==> config.mk <==
export PLATFORM = sky130hd
export DESIGN_NAME = auction_bid_collector
export DESIGN_NICKNAME = d
export VERILOG_FILES = /design/src/rtl/auction_bid_collector.sv
export SDC_FILE = /design/constraint.sdc
export NUM_CORES = 1
export LEC_CHECK = 0
export CAP_MARGIN = 20
export CORE_AREA = 2 2 128 130
export CTS_CLUSTER_SIZE = 30
export DETAILED_ROUTE_END_ITERATION = 10
export DIE_AREA = 0 0 130 132
export GPL_TIMING_DRIVEN = 0
export HOLD_SLACK_MARGIN = 0.03
export PLACE_DENSITY = 0.62
export SKIP_CTS_REPAIR_TIMING = 1
export SKIP_LAST_GASP = 1
export SYNTH_ARGS = -nofsm -noshare
export SYNTH_HDL_FRONTEND = slang
export SYNTH_SLANG_ARGS = --single-unit
==> constraint.sdc <==
create_clock -name clk -period 7.25 [get_ports clk]
set_input_delay 0.725 -clock clk [delete_from_list [all_inputs] [get_ports clk]]
set_output_delay 0.725 -clock clk [all_outputs]
set_load 0.02 [all_outputs]
==> src/rtl/auction_bid_collector.sv <==
// Streaming sealed-bid collector: gathers one bid per bidder over valid/ready,
// tracks the running maximum, and presents {winning_bid, winner} once all have bid.
module auction_bid_collector #(
    parameter int unsigned N = 2,
    parameter int unsigned W = 16
) (
    input  logic                 clk,
    input  logic                 rst_n,
    input  logic                 in_valid,
    output logic                 in_ready,
    input  logic [N-1:0]         in_id,
    input  logic [W-1:0]         in_bid,
    output logic                 dup_err,
    output logic                 out_valid,
    input  logic                 out_ready,
    output logic [N+W-1:0]       o,
    output logic [(2**N)*W-1:0]  bids_packed
);

    localparam int unsigned NumBidders = 2 ** N;

    typedef enum logic {StCollect, StDone} state_e;

    state_e                    state_q, state_d;
    logic [NumBidders-1:0]     mask_q, mask_d;
    logic [W-1:0]              max_q, max_d;
    logic [N-1:0]              winner_q, winner_d;
    logic [NumBidders*W-1:0]   bids_q, bids_d;
    logic [N+W-1:0]            o_q, o_d;
    logic                      dup_q, dup_d;

    always_comb begin
        state_d  = state_q;
        mask_d   = mask_q;
        max_d    = max_q;
        winner_d = winner_q;
        bids_d   = bids_q;
        o_d      = o_q;
        dup_d    = 1'b0;

        unique case (state_q)
            StCollect: begin
                if (in_valid) begin
                    if (mask_q[in_id]) begin
                        // First bid stands; the duplicate is consumed and flagged.
                        dup_d = 1'b1;
                    end else begin
                        mask_d[in_id]        = 1'b1;
                        bids_d[in_id*W +: W] = in_bid;
                        if ((mask_q == '0) || (in_bid > max_q) ||
                            ((in_bid == max_q) && (in_id < winner_q))) begin
                            max_d    = in_bid;
                            winner_d = in_id;
                        end
                        if (&mask_d) begin
                            state_d = StDone;
                            o_d     = {max_d, winner_d};
                        end
                    end
                end
            end
            StDone: begin
                // o keeps the last result after handoff; everything else clears.
                if (out_ready) begin
                    state_d  = StCollect;
                    mask_d   = '0;
                    max_d    = '0;
                    winner_d = '0;
                    bids_d   = '0;
                end
            end
            default: state_d = StCollect;
        endcase
    end

    always_ff @(posedge clk) begin
        if (!rst_n) begin
            state_q  <= StCollect;
            mask_q   <= '0;
            max_q    <= '0;
            winner_q <= '0;
            bids_q   <= '0;
            o_q      <= '0;
            dup_q    <= 1'b0;
        end else begin
            state_q  <= state_d;
            mask_q   <= mask_d;
            max_q    <= max_d;
            winner_q <= winner_d;
            bids_q   <= bids_d;
            o_q      <= o_d;
            dup_q    <= dup_d;
        end
    end

    assign in_ready    = (state_q == StCollect);
    assign out_valid   = (state_q == StDone);
    assign dup_err     = dup_q;
    assign o           = o_q;
    assign bids_packed = bids_q;

endmodule
==> results of run 1 <==
[through the flow]
stage | cells | hold WS [ns] | total power [mW]
CTS | 909 | 0.459 | 1.31
finish | 911 | 0.455 | 1.31
detailed placement | 893 | 0.442 | 0.797
global route | 911 | 0.479 | 1.36
global placement | 893 | 0.437 | 0.796
floorplan | 571 | 0.460 | 0.724
[power groups by stage]
stage / clock [mW] / combinational (mW) / sequential, mW
after floorplan: 0 / 0.104 / 0.620
after global placement: 0 / 0.177 / 0.619
after detailed placement: 0 / 0.178 / 0.619
after CTS: 0.529 / 0.179 / 0.606
after global routing: 0.550 / 0.199 / 0.608
final: 0.521 / 0.179 / 0.606
[logic make-up after synthesis]
group / after synthesis
compound gates: 166
buf+inv: 59
simple gates: 217
flops: 106
fa+ha+maj: 22
mux: 1
[flip-flops by register name, summed over array words and instances (netlist names)]
register	cells
bids_packed	64
dup_err	1
mask_q	4
max_q	16
o	18
out_valid	1
winner_q	2
[final timing paths]
check / start / end / slack (ns)
setup / recovery: in_bid[11] / max_q[11] / 3.58
setup reg to reg: max_q[11] / max_q[11] / 4.29
hold / removal: bids_packed[46] / bids_packed[46] / 0.46
hold reg to reg: bids_packed[46] / bids_packed[46] / 0.46
[layout by cell type (no fill, tap or decap), drive strengths merged]
cell type        n
a21oi           48
nand2           85
a31oi           37
inv             24
clkbuf          41
nand2b           1
mux4             1
o41ai            1
dfxtp          106
bufinv           1
or3              1
o21a             1
a311o            1
nor4             3
clkinvlp         1
o21ba            1
a221oi           2
a22oi           27
or3b             1
buf              9
clkinv           1
nand3           62
nor2            35
nor3b            1
nor2b            1
ha              22
o2111ai          1
o22ai            2
nand4           20
nor3             4
and4             3
o21ai           41
a21o             4
clkdlybuf4s50  106
[layout make-up]
cell class	count	area, sq um	area share [%]
multi-input combinational	406	2320	36.6
sequential	106	2120	33.5
timing repair buffer	108	1070	16.9
tap	216	270	4.27
clock buffer	10	229	3.62
buffer	38	159	2.51
clock inverter	6	82.6	1.30
inverter	21	78.8	1.24
[layer usage]
metal  part of all wire, %  vias up  GRT usage, %
met1                    47     2200          25.5
met2                    44      137          27.3
met4                   1.9        0          5.79
met3                   6.8       17          5.72
met5                     0        -             0
li1                      -     2303             -
[tightest hold or removal path: stages, from the launching register on]
cell	delay, ns
dfxtp_1	0.31
nand2_1	0.05
a21oi_1	0.05
==> metrics.cfg, run 1 <==
[timing]
slew_headroom_pct = 37.4
clock.fmax_mhz = 272
worst_slack_ns = 3.58
min_period_ns = 3.67
clock_skew_ns = 0.0112
setup_viol = 0
tns_ns = 0
finalHoldViolCount = 0
finalCritPeriodShare_pct = 50.7
slew_viol_final = 0
rsz0062_at_grt = false
worst_pin_slew_ns = 0.932

[power]
switchingPower_mw = 0.378
p_leak_nw = 2.11
seqPwrFrac_pct = 46.4
powerDensity_mw_per_mm2 = 206
ir_worst_vdd_mv = 0.137
p_sw_share_pct = 28.9
p_int_mw = 0.928
p_clk_share_pct = 39.9
comb_power_share_pct = 13.7

[yosys]
synthTopCellsByCount = dfxtp_1, nand2_1, nand3_1
mappedNetlistNets = 615
async_flop_share_pct = 0
netlist_area_sq_mm = 0.00468
ys_warn_count = 0
synthMuxAreaShare_pct = 0.481
synth_ff_type = dfxtp_1
synth_edf_count = 0
synth_seq_cells = 106
yosys-top-cells-area = dfxtp_1, nand2_1, nand3_1
yosysMostFrequentCell = dfxtp_1
synth_compound_area_share_pct = 21.4
synthCells = 571
yosys.area_share.adder_pct = 5.88
synth_xor_area_share_pct = 0
yosys.area.top_type = dfxtp_1
syn_avg_cell_area_sq_um = 8.20
synth_top_area_share_pct = 45.3
yosysSeqAreaShare_pct = 45.3
synthSimpleGateAreaFrac_pct = 21.9
synth_top_family_by_area = simple AND/OR/NAND/NOR gates
yosysUniqueCellTypes = 37

[cells_and_area]
nFillCells = 1612
diodes = 0
finalNetCount = 734
final_util_pct = 40.3
finish.instance_area_sq_mm = 0.00633
drive_above_1_share_pct = 5.18
area.growth.synth_to_final_pct = 35.3

[clock_tree]
numCtsBuffers = 9
cts_root_buf = clkbuf_16
clock_path_buffers = 2
cts_tree = yes
clk_pin_slew_worst_paths_ns = 0.08
htree_levels = 3
clock-sinks = 106
worstSkewPairLatency_ns = 0.36

[placement]
numPortBuffers = 106
dp_slack_ns = 3.20
dp_hpwl_um = 11200
place_area_sq_mm = 0.00601
gp_congestion = 0.845

[route]
first_pass_iters = 4
dr.first_iter.drc_count = 327
wirelength_um = 15500
num_vias = 4657
wl_per_cell_um = 17.0
vias_per_cell = 5.11
drc = 0
ant_nets = 0

[worst_hold_path]
whs_path_depth = 2
min_path_type = flop to flop

[worst_setup_path]
crit_type = input port to flop
reg2reg_depth = 10
crit_path_top_delay_cell = clkdlybuf4s50_1
arrival_ns = 3.97
path_buf_inv = 3
crit_fanout = 10
cp-end-kind = flop
crit_path_max_incr_delay_ns = 0.67
path_cells = clkdlybuf4s50_1 -> ha_1 -> a21oi_1 -> o21ai_0 -> a221oi_1 -> a21o_1 -> buf_2 -> clkbuf_1 -> nand4_1 -> a31oi_1
start_kind = input port
crit_family = buffers and inverters
cp.required_ns = 7.55
worst-path-stages = 10

[status]
outcome = completed

[die]
rows = 46
die_area_sq_mm = 0.0172
die_height_um = 132
placeableCoreArea_sq_mm = 0.0157
start_util_pct = 29.8
die_x_um = 130
ios = 107

[global_route]
track_usage_pct = 18.4
antenna_found_initial = 0
overflow = 0
grt_max_degree = 20
grt_pass1_wl_um = 24600
grt_pass1_vias = 4549

[flow_run]
drv_cap = 0

Power figures use the tool's default switching activity.
==> inputs of run 2 (changes only) <==
--- a/config.mk
+++ b/config.mk
@@ -12,7 +12,7 @@
 export DIE_AREA = 0 0 130 132
 export GPL_TIMING_DRIVEN = 0
 export HOLD_SLACK_MARGIN = 0.03
-export PLACE_DENSITY = 0.62
+export PLACE_DENSITY = 0.64
 export SKIP_CTS_REPAIR_TIMING = 1
 export SKIP_LAST_GASP = 1
 export SYNTH_ARGS = -nofsm -noshare
==> constraint.sdc (replaced) <==
create_clock -name clk -period 3.2 [get_ports clk]
set_input_delay 0.32 -clock clk [delete_from_list [all_inputs] [get_ports clk]]
set_output_delay 0.32 -clock clk [all_outputs]
set_load 0.02 [all_outputs]
==> run 2 against run 1 <==
Compared with the run above: combinational power grew 130%; clock power grew 110%; count of clock-buffer cells in the layout grew 1; flip-flop and latch count is the same; die area is the same; utilization shrank 0.064 points; sequential share of layout area grew 0.053 points; worst hold slack lost 0.0048 ns; global-route usage shrank 0.26 points; setup slack lost 3.4 ns; register-to-register slack lost 3.8 ns; critical path type unchanged.
==> metrics.cfg, run 2 (synthesized netlist as in run 1, its figures left out) <==
[flow_run]
drv_cap = 0  ; unchanged

[power]
p_leak_nw = 2.11  ; about the same
ir_worst_vdd_mv = 0.283  ; was 0.137 mV
powerDensity_mw_per_mm2 = 456  ; was 206 mW/mm^2

[placement]
dp_hpwl_um = 11100  ; was 11200 um
gp_congestion = 0.854  ; was 0.845
place_inst = 893  ; unchanged
numPortBuffers = 106  ; unchanged
dp_slack_ns = -0.377  ; was 3.20 ns

[die]
ios = 107  ; unchanged
rows = 46  ; unchanged
die_area_sq_mm = 0.0172  ; unchanged
start_util_pct = 29.8  ; unchanged
placeableCoreArea_sq_mm = 0.0157  ; unchanged
die_x_um = 130  ; unchanged
die_height_um = 132  ; unchanged

[timing]
setup_viol = 0  ; unchanged
clock_skew_ns = 0.00993  ; was 0.0112 ns
min_period_ns = 3.00
worst_pin_slew_ns = 0.902  ; was 0.932 ns
finalCritPeriodShare_pct = 93.8
slew_headroom_pct = 39.4  ; was 37.4%
rsz0062_at_grt = true  ; was false
slew_viol_final = 0  ; unchanged
worst_slack_ns = 0.200  ; was 3.58 ns
clock.fmax_mhz = 333
finalHoldViolCount = 0  ; unchanged

[cells_and_area]
drive_above_1_share_pct = 5.61  ; was 5.18%
layout_common_cells = dfxtp_1, clkdlybuf4s50_1, nand2_1  ; unchanged
largest_reg_flops = 64  ; unchanged
diodes = 0  ; unchanged
finalNetCount = 734  ; unchanged
final_common_cell = dfxtp_1
stdcell_count = 911  ; unchanged
area.growth.synth_to_final_pct = 35.1  ; was 35.3%

[clock_tree]
cts_root_buf = clkbuf_16  ; unchanged
worstSkewPairLatency_ns = 0.37  ; was 0.36 ns
numCtsBuffers = 9  ; unchanged
clk_pin_slew_worst_paths_ns = 0.07  ; was 0.08 ns
clock_path_buffers = 2  ; unchanged
htree_levels = 3  ; unchanged
clock-sinks = 106  ; unchanged
cts_tree = yes  ; unchanged

[route]
wirelength_um = 15300  ; was 15500 um
drc = 0  ; unchanged
dr.first_iter.drc_count = 265  ; was 327
wl_per_cell_um = 16.8  ; was 17.0 um
first_pass_iters = 5  ; was 4
ant_nets = 0  ; unchanged
vias_per_cell = 5.09  ; was 5.11
num_vias = 4634  ; was 4657

[status]
outcome = completed  ; unchanged

[worst_setup_path]
crit_fanout = 10  ; unchanged
cp-end-kind = flop  ; unchanged
start_kind = input port  ; unchanged
arrival_ns = 3.29  ; was 3.97 ns
regToRegSetupSlack_ns = 0.46  ; was 4.29 ns
cp.required_ns = 3.49  ; was 7.55 ns
reg2reg_depth = 9  ; was 10
crit_type = input port to flop  ; unchanged

[global_route]
antenna_found_initial = 0  ; unchanged
overflow = 0  ; unchanged
track_usage_pct = 18.2  ; was 18.4%
grt_pass1_vias = 4414  ; was 4549
grt_pass1_wl_um = 24200  ; was 24600 um
grt_max_degree = 19  ; was 20

[worst_hold_path]
min_path_type = flop to flop  ; unchanged
whs_path_depth = 2  ; unchanged

run 2: cell types whose count changed in the layout (fill, tap and decap cells not counted), sizes merged:
cell	before	now
clkdlybuf4s50	106	105
clkbuf	41	40
buf	9	11
bufinv	1	0
dlymetal6s2s	0	1
run 2: area by class of cell:
type / count / area [sq um]
Inverter: 21 / 78.8
Clock buffer: 11 / 243
Clock inverter: 5 / 45.0
Fill cell: 1605 / 9390
Sequential cell: 106 / 2120
Multi-Input combinational cell: 406 / 2330
Buffer: 38 / 160
Tap cell: 216 / 270
Timing Repair Buffer: 108 / 1070
run 2: through the flow:
stage	hold WS (ns)	setup TNS [ns]	utilization (%)	instance area [sq um]	total power, mW
5_1_grt	0.466	-0.0338	40.2	6320	3.00
2_1_floorplan	0.460	0	-	4680	1.64
6_report	0.451	0	40.2	6320	2.88
4_1_cts	0.454	0	40.1	6300	2.89
3_5_place_dp	0.443	-10.71	38.3	6010	1.80
3_3_place_gp	0.437	-10.61	38.3	6010	1.80
run 2: report_power, final:
group	internal [mW]	leakage [nW]	switching, mW
Sequential	1.35	0.858	0.0267
Combinational	0.133	1.12	0.274
Clock	0.563	0.139	0.542
Total	2.04	2.11	0.842
run 2: critical path: stages:
cell             delay, ns
clkdlybuf4s50_1       0.66
ha_1                  0.47
nand4_1               0.13
or3_1                 0.43
nor2_1                0.26
a21o_1                0.12
buf_2                 0.20
clkbuf_1              0.35
nand4_1               0.14
a31oi_1               0.20
run 2: worst paths after layout:
check	endpoint	start
worst min-delay path	bids_packed[24]	bids_packed[24]
worst max-delay path	max_q[1]	in_bid[14]
worst max register to register	max_q[11]	max_q[5]
worst min register to register	bids_packed[24]	bids_packed[24]
run 2: per-layer routing:
metal  track usage (%)  wire length (um)
met5                 0                 0
met4              4.54               148
met3              6.21              1290
met1              24.9              7040
met2              27.3              6850
